<file path="src/rtl/tdc_multi.sv">
// rtl/tdc_multi.sv - multi-channel TDC: pulse sync, edge detect, interval records via FIFO.
// Optional TDC_DROP_CNT_EN builds the saturating 16-bit dropped-record counter.
module tdc_multi #(
  parameter int N_CH         = 2,
  parameter int CNT_W        = 7,
  parameter int MAX_INTERVAL = 127,
  parameter int FIFO_DEPTH   = 4
) (
  input  logic             clk,
  input  logic             rst_n,
  input  logic [N_CH-1:0]  pulse,
  output logic [N_CH-1:0]  rec_start,
  output logic [N_CH-1:0]  rec_end,
  output logic [CNT_W-1:0] rec_interval,
  output logic             rec_valid,
  input  logic             rec_ready,
  output logic             overflow,
  output logic [15:0]      drop_count
);

  localparam int AW    = (FIFO_DEPTH > 1) ? $clog2(FIFO_DEPTH) : 1;
  localparam int REC_W = 2 * N_CH + CNT_W;

  typedef enum logic {IDLE, ARMED} state_t;

  logic [N_CH-1:0]  s1, s2, s3;
  logic [N_CH-1:0]  hit;
  logic             is_event, is_multi, timeout;
  state_t           state, next_state;
  logic [N_CH-1:0]  start_q, start_d;
  logic [CNT_W-1:0] count, count_d;
  logic             rec_wr;
  logic [REC_W-1:0] rec_d;

  logic [REC_W-1:0] mem [FIFO_DEPTH];
  logic [AW-1:0]    wr_ptr, rd_ptr;
  logic [AW:0]      fill;
  logic             full, rd_en, wr_en, drop;

  always_ff @(posedge clk or negedge rst_n) begin
    if (!rst_n) begin
      s1 <= '0;
      s2 <= '0;
      s3 <= '0;
    end else begin
      s1 <= pulse;
      s2 <= s1;
      s3 <= s2;
    end
  end

  assign hit      = s2 & ~s3;
  assign is_event = |hit;
  // More than one bit set means several channels coincided.
  assign is_multi = |(hit & (hit - N_CH'(1)));
  assign timeout  = (state == ARMED) && (count >= CNT_W'(MAX_INTERVAL));

  always_ff @(posedge clk or negedge rst_n) begin
    if (!rst_n) begin
      state   <= IDLE;
      start_q <= '0;
      count   <= '0;
    end else begin
      state   <= next_state;
      start_q <= start_d;
      count   <= count_d;
    end
  end

  always_comb begin
    next_state = state;
    start_d    = start_q;
    count_d    = count;
    rec_wr     = 1'b0;
    rec_d      = '0;
    if (is_event) begin
      next_state = ARMED;
      start_d    = hit;
      count_d    = '0;
      if (is_multi) begin
        rec_wr = 1'b1;
        rec_d  = {N_CH'(0), hit, CNT_W'(0)};
      end else if (state == ARMED && !timeout) begin
        rec_wr = 1'b1;
        rec_d  = {start_q, hit, count + CNT_W'(1)};
      end
    end else if (state == ARMED) begin
      // The window has expired once count sits at MAX_INTERVAL.
      if (timeout) next_state = IDLE;
      else         count_d    = count + CNT_W'(1);
    end
  end

  assign full      = (fill == (AW+1)'(FIFO_DEPTH));
  assign rec_valid = (fill != '0);
  assign rd_en     = rec_valid & rec_ready;
  assign wr_en     = rec_wr & (~full | rd_en);
  assign drop      = rec_wr & full & ~rd_en;

  always_ff @(posedge clk or negedge rst_n) begin
    if (!rst_n) begin
      for (int i = 0; i < FIFO_DEPTH; i++) mem[i] <= '0;
      wr_ptr   <= '0;
      rd_ptr   <= '0;
      fill     <= '0;
      overflow <= 1'b0;
    end else begin
      if (wr_en) begin
        mem[wr_ptr] <= rec_d;
        wr_ptr      <= (wr_ptr == AW'(FIFO_DEPTH - 1)) ? '0 : wr_ptr + AW'(1);
      end
      if (rd_en) rd_ptr <= (rd_ptr == AW'(FIFO_DEPTH - 1)) ? '0 : rd_ptr + AW'(1);
      if (wr_en && !rd_en)      fill <= fill + (AW+1)'(1);
      else if (rd_en && !wr_en) fill <= fill - (AW+1)'(1);
      if (drop) overflow <= 1'b1;
    end
  end

  assign {rec_start, rec_end, rec_interval} = mem[rd_ptr];

`ifdef TDC_DROP_CNT_EN
  logic [15:0] drop_cnt_q;

  always_ff @(posedge clk or negedge rst_n) begin
    if (!rst_n)                          drop_cnt_q <= '0;
    else if (drop && drop_cnt_q != '1)   drop_cnt_q <= drop_cnt_q + 16'd1;
  end

  assign drop_count = drop_cnt_q;
`else
  assign drop_count = 16'd0;
`endif

endmodule

</file>
<file path="config.mk">
export PLATFORM = sky130hd
export DESIGN_NAME = tdc_multi
export DESIGN_NICKNAME = d
export VERILOG_FILES = /design/src/rtl/tdc_multi.sv
export SDC_FILE = /design/constraint.sdc
export NUM_CORES = 1
export LEC_CHECK = 0
export CAP_MARGIN = 20
export CORE_MARGIN = 5
export CORE_UTILIZATION = 25
export DETAILED_ROUTE_END_ITERATION = 10
export PLACE_DENSITY_LB_ADDON = 0.1
export SYNTH_ARGS = -nofsm -noshare
export SYNTH_HDL_FRONTEND = slang
export SYNTH_SLANG_ARGS = --single-unit
export TNS_END_PERCENT = 5
</file>
<file path="constraint.sdc">
create_clock -name clk -period 3.6 [get_ports clk]
set_input_delay 0.54 -clock clk [delete_from_list [all_inputs] [get_ports clk]]
set_output_delay 0.54 -clock clk [all_outputs]
set_load 0.03 [all_outputs]
</file>
==> impl_metrics.yaml, run 1 <==
run_status:
  outcome: "finished, final reports clean"
placement:
  placed_area_um2: 3720
  placed_cells: 440
  portBuffers: 17
  dp_hpwl_um: 5070
  gp_congestion: 0.786
synth:
  synth_top_area_share_pct: 49.0
  syn_area_per_cell_um2: 13.8
  synth_common_cells: "dfrtp_1 (68), mux2_1 (32), buf_4 (17)"
  synth-edff-count: 0
  yosys.area_share.xor_xnor_pct: 1.77
  syn_inst: 251
  async_flop_share_pct: 100
  synth_mux_area_share_pct: 23.9
  syn_area_um2: 3470
  ys_seq_area_share_pct: 49.0
  synth_cell_types: 53
  synth_top_flop_cell: "dfrtp_1"
  synth_area_leaders: "dfrtp_1 (49%), mux2_1 (10%), mux4_2 (7.1%), buf_4 (3.7%), mux2_4 (3.5%)"
  synth_top_family_by_area: "multiplexers"
  ys_warn_count: 0
  synth_seq_cells: 68
  synth_compound_area_share_pct: 3.93
  yosysMostFrequentCell: "dfrtp_1"
  synth-simple-area-share_pct: 10.4
  synth_fa_ha_area_share_pct: 3.50
  yosys.area.top_type: "dfrtp_1"
floorplan:
  initial_core_util_pct: 25.3
  io_pins: 34
  die-width_um: 128
  core_area_um2: 13700
  fp-row-count: 43
  dieArea_um2: 16300
  chipHeight_um: 128
final_layout:
  seq_area_um2: 1700
  layout.cells.non_filler: 454
  diodes: 0
  multiInputGateArea_um2: 1570
  area_delta_synth_final_pct: 16.1
  layout-drive-gt1-share_pct: 20.1
  final_area_um2: 4030
  nNetsFinal: 285
  fillers: 1391
global_route:
  grt.overflow.total: 0
  grt_pass1_wl_um: 12000
  grt_pass1_vias: 2045
  grt.total_usage_pct: 9.85
  antenna_found_initial: 0
  grt_max_degree: 34
cts:
  cts_root_buffer: "clkbuf_16"
  clk_latency_ns: 0.33
  clock-sinks: 68
  cts_hold_buf: 0
  cts_tree: "built"
  clockBufferDepth: 2
  clk_pin_slew_ns: 0.05
  cts_inserted_buffers: 9
  cts_setup_buffers: 0
  post_cts_resized: 0
  h-tree-depth: 3
power_and_ir_drop:
  power_leakage_nw: 1.83
  cellPowerDensity_nw_per_um2: 741
  ir_worst_vdd_mv: 0.272
sta:
  worst_pin_slew_ns: 0.839
  timing.final.crit_period_ns: 2.88
  rsz0062_at_grt: "false"
  hold_viol_final: 0
  finalSetupViolations: 0
  timing.fmax_mhz: 348
  relSlewSlack_pct: 43.6
  setup_tns_ns: 0
  skew_ns: 0.00794
  finalCritPeriodShare_pct: 79.9
  slew_viol_final: 0
setup_path:
  crit_path_max_fanout: 8
  worstSetupPathType: "flip-flop to flip-flop"
  reg2reg_slack_ns: 0.72
  cp-start-kind: "flip-flop"
  crit_required_ns: 3.81
  r2r-end: "fill[1]$_DFFE_PN0P_"
  r2r-start: "count[0]$_DFFE_PN0P_"
  reg2regPathDepth: 9
  worstSetupEndpointType: "flip-flop"
  cp.arrival_ns: 3.08
worst_hold_path:
  hold_class: "input port to asynchronous set/reset pin"
route:
  firstDrtPassIters: 4
  wl_per_cell_um: 16.5
  first_iter_violations: 71
  routed_wl_um: 7500
  post-route-drc-count: 0
  antenna_left: 0
  via_per_inst: 4.39
  vias: 1992
run:
  max_cap_violations: 0
==> per-stage QoR <==
| stage | utilization [%] | power [mW] | worst slack (ns) | hold slack, ns |
|---|---|---|---|---|
| final | 29.4 | 2.98 | 0.723 | 0.284 |
| after detailed placement | 27.1 | 2.12 | 0.669 | 0.337 |
| after floorplan | - | 1.84 | 0.932 | 0.244 |
| after global placement | 27.1 | 2.12 | 0.703 | 0.338 |
| after global routing | 29.4 | 3.16 | 0.583 | 0.335 |
| after CTS | 29.3 | 3.04 | 0.706 | 0.300 |
==> cells by family (layout without fill, tap and decap cells) <==
kind of cell,count (synthesis),in the layout
other cells,1,16
buf+inv,34,42
flops,68,68
compound gates,20,20
mux,60,60
xor+xnor,7,7
fa+ha+maj,9,9
simple gates,52,52
==> how the worst max path moves through the flow <==
stage	endpoint	depth (start not counted)	start	slack (ns)
after floorplan	fill[1]$_DFFE_PN0P_	11	count[0]$_DFFE_PN0P_	0.93
after global placement	fill[1]$_DFFE_PN0P_	9	rec_ready	0.70
after detailed placement	fill[1]$_DFFE_PN0P_	9	rec_ready	0.67
after CTS	rec_start[0]	3	rd_ptr[0]$_DFFE_PN0N_	0.71
after global routing	fill[1]$_DFFE_PN0P_	9	count[0]$_DFFE_PN0P_	0.58
final	fill[1]$_DFFE_PN0P_	9	count[0]$_DFFE_PN0P_	0.72
==> flip-flops by register name, indices dropped and copies added (netlist names) <==
| register | flops |
|---|---|
| s2 | 2 |
| rd_ptr | 2 |
| count | 7 |
| wr_ptr | 2 |
| s1 | 2 |
| fill | 3 |
| mem | 44 |
| overflow | 1 |
| start_q | 2 |
| state | 1 |
| s3 | 2 |
==> cell type report <==
class,count,area share (%)
Sequential cell,68,42.2
Multi-Input combinational cell,164,39.0
Clock buffer,10,5.69
Tap cell,180,5.59
Timing Repair Buffer,23,5.34
Clock inverter,3,1.62
Inverter,6,0.559
==> cells in the final DEF (no fill, tap or decap), types with 3 or more instances in the layout <==
cell type,n
nand2b_1,3
a21oi_1,5
nor4b_1,3
buf_4,5
or3_1,3
mux2_4,8
clkdlybuf4s50_1,16
dfrtp_1,68
nand4_4,4
nor3_1,3
ha_1,7
xor2_1,4
conb_1,16
nor4_1,4
clkbuf_16,9
nor2_1,6
mux2_1,32
nand3_1,3
inv_1,4
mux4_2,11
xnor2_1,3
mux2_2,8
nand2_1,13
==> routing by layer <==
metal  vias to the layer above  track usage, %  wire length, um
li1                        921               -                -
met1                      1032            12.7             3430
met2                        29            15.4             3660
met3                        10            2.46              252
met4                         0            4.68              163
met5                         -               0                0
==> where the power goes <==
part	total [mW]	internal, mW	switching (mW)
registers	1.12	0.954	0.162
logic	0.962	0.481	0.481
clock network	0.904	0.593	0.311
==> worst max-delay path: stages, from the launching register on <==
cell,delay [ns]
dfrtp_1,0.48
ha_1,0.39
a21oi_2,0.09
or4_4,0.62
nand3_1,0.16
inv_1,0.07
ha_1,0.22
inv_1,0.08
fa_1,0.40
mux2_2,0.26
Power figures use the tool's default switching activity.
==> run 2, diff against run 1 <==
Clock period 3.6 ns to 2.7 ns, I/O delays scaled along.
==> run 2 against run 1 <==
  * Highest routed layer unchanged
  * Largest power group unchanged
  * Sequential share of layout area is 0.80 points lower
  * Count of clock-buffer cells in the layout is 4 higher
  * Setup slack worse by 0.60 ns
  * Critical path depth down 7
  * Clock skew is 0.00060 ns higher
  * First-iteration DRC count is 21% higher
  * Register-to-register slack got worse by 0.47 ns
  * Worst hold slack worse by 0.18 ns
==> impl_metrics.yaml, run 2 (same netlist as run 1, synthesis figures left out) <==
setup_path:
  slowest_stage: "dfrtp_1"
  worstSetupEndpointType: "output port"
  cp.arrival_ns: 2.17
  slowest_delay_ns: 0.80
  cp-start-kind: "flip-flop"
  crit_required_ns: 2.30
  path_buf_inv: 1
  cp_cell_sequence: "mux4_2, clkdlybuf4s50_1"
  crit_path_max_fanout: 13
  worstSetupPathType: "flip-flop to output port"
  crit_family: "flip-flops"
global_route:
  grt.overflow.total: 0
  antenna_found_initial: 0
  grt.total_usage_pct: 10.2
  grt_pass1_wl_um: 12300
  grt_max_degree: 43
  grt_pass1_vias: 2096
final_layout:
  layout-drive-gt1-share_pct: 22.9
  seq_area_um2: 1700
  layout.cells.non_filler: 464
  multiInputGateArea_um2: 1570
  largest_registers: "mem: 44 flops, count: 7 flops, fill: 3 flops"
  diodes: 0
  largest_register_ffs: 44
  area_delta_synth_final_pct: 18.3
  top_register: "mem"
  fillers: 1395
  final_area_um2: 4110
  final_common_cell: "dfrtp_1"
  final_cell_mix: "dfrtp_1 (68), mux2_1 (32), conb_1 (16), clkdlybuf4s50_1 (16)"
  nNetsFinal: 293
power_and_ir_drop:
  clockPowerShare_pct: 30.4
  power_leakage_nw: 1.86
  cellPowerDensity_nw_per_um2: 978
  sw_frac_of_total_pct: 32.2
  p_int_mw: 2.72
  switchingPower_mw: 1.29
  ir_worst_vdd_mv: 0.247
  sequentialPowerShare_pct: 36.5
  comb_power_share_pct: 33.1
floorplan:
  io_pins: 34
  dieArea_um2: 16300
  fp-row-count: 43
  initial_core_util_pct: 25.3
  core_area_um2: 13700
  die-width_um: 128
  chipHeight_um: 128
sta:
  rsz0062_at_grt: "false"
  setup_slack_ns: 0.124
  hold_ws_ns: 0.108
  timing.final.crit_period_ns: 2.58
  timing.fmax_mhz: 388
  finalSetupViolations: 0
  setup_tns_ns: 0
  slew_viol_final: 0
  hold_viol_final: 0
  skew_ns: 0.00855
  finalCritPeriodShare_pct: 95.4
  relSlewSlack_pct: 44.2
  worst_pin_slew_ns: 0.829
cts:
  cts_setup_buffers: 0
  cts_inserted_buffers: 9
  cts_tree: "built"
  clk_latency_ns: 0.34
  post_cts_resized: 0
  cts_root_buffer: "clkbuf_16"
  clk_pin_slew_ns: 0.06
  h-tree-depth: 3
  clockBufferDepth: 2
  clock-sinks: 68
  cts_hold_buf: 0
run:
  max_cap_violations: 0
placement:
  placed_cells: 449
  dp_hpwl_um: 5060
  placed_area_um2: 3800
  portBuffers: 17
  gp_congestion: 0.730
  pre_cts_ws_ns: 0.104
route:
  wl_per_cell_um: 16.5
  vias: 2017
  routed_wl_um: 7650
  firstDrtPassIters: 4
  via_per_inst: 4.35
  antenna_left: 0
  post-route-drc-count: 0
  first_iter_violations: 86
run_status:
  outcome: "finished, final reports clean"
worst_hold_path:
  hold_class: "input port to asynchronous set/reset pin"
-- run 2: cell type report --
| class | count | area share (%) |
|---|---|---|
| inverters | 6 | 0.549 |
| clock inverters | 1 | 0.731 |
| repair buffers | 31 | 6.89 |
| flip-flops and latches | 68 | 41.5 |
| well taps | 180 | 5.49 |
| multi-input cells | 164 | 38.2 |
| clock buffers | 14 | 6.67 |
-- run 2: power groups by stage --
stage          combinational [mW]  sequential, mW  clock (mW)
4_1_cts                      1.37            1.47        1.25
5_1_grt                      1.45            1.51        1.30
3_5_place_dp                 1.37            1.49           0
3_3_place_gp                 1.36            1.49           0
6_report                     1.33            1.46        1.22
2_1_floorplan                1.03            1.43           0
-- run 2: path summary, 6_finish.rpt --
| kind | startpoint | endpoint | slack (ns) | cells after the start |
|---|---|---|---|---|
| worst max-delay path | rd_ptr[1]$_DFFE_PN0N_ | rec_interval[4] | 0.12 | 2 |
| worst min-delay path | rst_n | mem[25]$_DFFE_PN0P_ | 0.11 | 1 |
| worst max register to register | count[1]$_DFFE_PN0P_ | fill[1]$_DFFE_PN0P_ | 0.25 | 9 |
| worst min register to register | s1[1]$_DFF_PN0_ | s2[1]$_DFF_PN0_ | 0.34 | 0 |
| max in group asynchronous | rst_n | s3[0]$_DFF_PN0_ | 1.92 | 2 |
| min in group clk | s1[1]$_DFF_PN0_ | s2[1]$_DFF_PN0_ | 0.34 | 0 |
-- run 2: metal layers --
metal	GRT usage [%]	vias to the layer above	wire [um]
met4	5.06	0	179
met3	2.71	13	244
met2	15.1	31	3510
met5	0	-	0
met1	13.7	1029	3710
li1	-	944	-
-- run 2: metrics by stage --
step	power, mW	utilization [%]
detailed placement	2.86	27.7
finish	4.02	29.9
global placement	2.85	27.7
global route	4.26	29.9
CTS	4.10	29.9
floorplan	2.45	-
==> run 3, diff against run 2 <==
Settings changed: CORE_UTILIZATION 25 to 45.
==> run 3 against run 2 <==
  * Final area down 5.7%
  * Cell count fell by 17%
  * Flip-flop and latch count stayed put
  * Critical path type is now flip-flop to flip-flop
  * Largest cell class unchanged
  * Largest power group unchanged
==> impl_metrics.yaml, run 3 (same netlist as run 1, synthesis figures left out) <==
run_status:
  outcome: "finished, final reports clean"
setup_path:
  cp-start-kind: "flip-flop"
  slowest_stage: "or4_4"
  cp_cell_sequence: "ha_1, a21oi_2, or4_4, nand3_1, inv_1, ha_1, inv_1, fa_1, mux2_2"
  crit_path_max_fanout: 7
  worstSetupEndpointType: "flip-flop"
  timing.critical_path.from: "count[0]$_DFFE_PN0P_"
  r2r-start: "count[0]$_DFFE_PN0P_"
  slowest_delay_ns: 0.53
  cp.arrival_ns: 2.72
  crit_required_ns: 2.91
  worstSetupPathType: "flip-flop to flip-flop"
sta:
  finalSetupViolations: 0
  worst_pin_slew_ns: 0.715
  setup_slack_ns: 0.193
  hold_viol_final: 0
  finalCritPeriodShare_pct: 92.8
  setup_tns_ns: 0
  timing.fmax_mhz: 399
  timing.final.crit_period_ns: 2.51
  relSlewSlack_pct: 51.9
  slew_viol_final: 0
  skew_ns: 0.00747
  rsz0062_at_grt: "false"
route:
  routed_wl_um: 6320
  antenna_left: 0
  first_iter_violations: 132
  wl_per_cell_um: 16.5
  vias: 1975
  via_per_inst: 5.16
  firstDrtPassIters: 4
  post-route-drc-count: 0
floorplan:
  core_area_um2: 7610
  dieArea_um2: 9570
  die-width_um: 97.8
  initial_core_util_pct: 45.6
  chipHeight_um: 97.8
  fp-row-count: 32
  io_pins: 34
final_layout:
  layout-drive-gt1-share_pct: 22.8
  largest_registers: "mem: 44 flops, count: 7 flops, fill: 3 flops"
  largest_register_ffs: 44
  diodes: 0
  final_common_cell: "dfrtp_1"
  final_cell_mix: "dfrtp_1 (68), mux2_1 (32), conb_1 (16), clkdlybuf4s50_1 (16), nand2_1 (13)"
  area_delta_synth_final_pct: 11.6
  nNetsFinal: 290
  top_register: "mem"
placement:
  gp_congestion: 0.820
  dp_hpwl_um: 4280
  portBuffers: 17
  pre_cts_ws_ns: 0.112
cts:
  h-tree-depth: 3
  cts_tree: "built"
  post_cts_resized: 0
  cts_hold_buf: 0
  clock-sinks: 68
  clk_pin_slew_ns: 0.07
  clk_latency_ns: 0.33
  cts_root_buffer: "clkbuf_8"
  cts_inserted_buffers: 9
  cts_setup_buffers: 0
  clockBufferDepth: 2
global_route:
  grt.overflow.total: 0
  grt.total_usage_pct: 14.4
  grt_max_degree: 69
  grt_pass1_vias: 2041
  antenna_found_initial: 0
  grt_pass1_wl_um: 10800
power_and_ir_drop:
  ir_worst_vdd_mv: 0.526
  power_leakage_nw: 1.79
  cellPowerDensity_nw_per_um2: 923
worst_hold_path:
  hold_class: "input port to asynchronous set/reset pin"
run:
  max_cap_violations: 0
run 3: cell types whose count changed in the layout (fill, tap and decap cells not counted), sizes merged:
cell,change
clkbuf,-4
buf,-3
clkinv,+3
clkinvlp,+1
run 3: layout make-up:
class | instances | area (um2)
Multi-Input combinational cell | 164 | 1570
Tap cell | 102 | 128
Fill cell | 691 | 3740
Inverter | 6 | 22.5
Clock buffer | 10 | 138
Timing Repair Buffer | 28 | 260
Sequential cell | 68 | 1700
Clock inverter | 5 | 52.6
run 3: worst paths after layout:
| kind | to | slack, ns | depth (start not counted) |
|---|---|---|---|
| max | fill[1]$_DFFE_PN0P_ | 0.19 | 9 |
| min | mem[0]$_DFFE_PN0P_ | 0.07 | 2 |
| max reg2reg | fill[1]$_DFFE_PN0P_ | 0.19 | 9 |
| min reg2reg | s2[1]$_DFF_PN0_ | 0.35 | 0 |
| max in group asynchronous | count[4]$_DFFE_PN0P_ | 2.31 | 2 |
| min in group clk | s2[1]$_DFF_PN0_ | 0.35 | 0 |
run 3: power breakdown:
group	switching, mW	internal, mW
sequential	0.196	1.27
combinational	0.634	0.659
clock	0.372	0.442
total	1.20	2.37
run 3: critical path: cells and delay by family, from the launching register on:
| kind | cells | cell delay, ns |
|---|---|---|
| adders and majority gates | 3 | 0.85 |
| and+or+nand+nor | 2 | 0.64 |
| DFF | 1 | 0.47 |
| muxes | 1 | 0.27 |
| buffers and inverters | 2 | 0.12 |
| AOI/OAI and AO/OA | 1 | 0.05 |
run 3: metrics by stage:
stage / hold slack, ns / cells / total power [mW] / area [um2] / util [%]
floorplan: 0.109 / 266 / 2.45 / 3530 / -
global placement: 0.338 / 368 / 2.78 / 3680 / 48.4
detailed placement: 0.336 / 368 / 2.81 / 3680 / 48.4
CTS: 0.0900 / 383 / 3.64 / 3870 / 50.9
global route: 0.110 / 383 / 3.81 / 3870 / 50.9
finish: 0.0747 / 383 / 3.57 / 3870 / 50.9
run 3: metal layers:
metal | track usage [%] | wire length [um] | vias up
met5 | 0 | 0 | -
li1 | - | - | 933
met1 | 20.5 | 3100 | 992
met4 | 6.07 | 114 | 0
met2 | 21.1 | 2880 | 38
met3 | 3.36 | 223 | 12
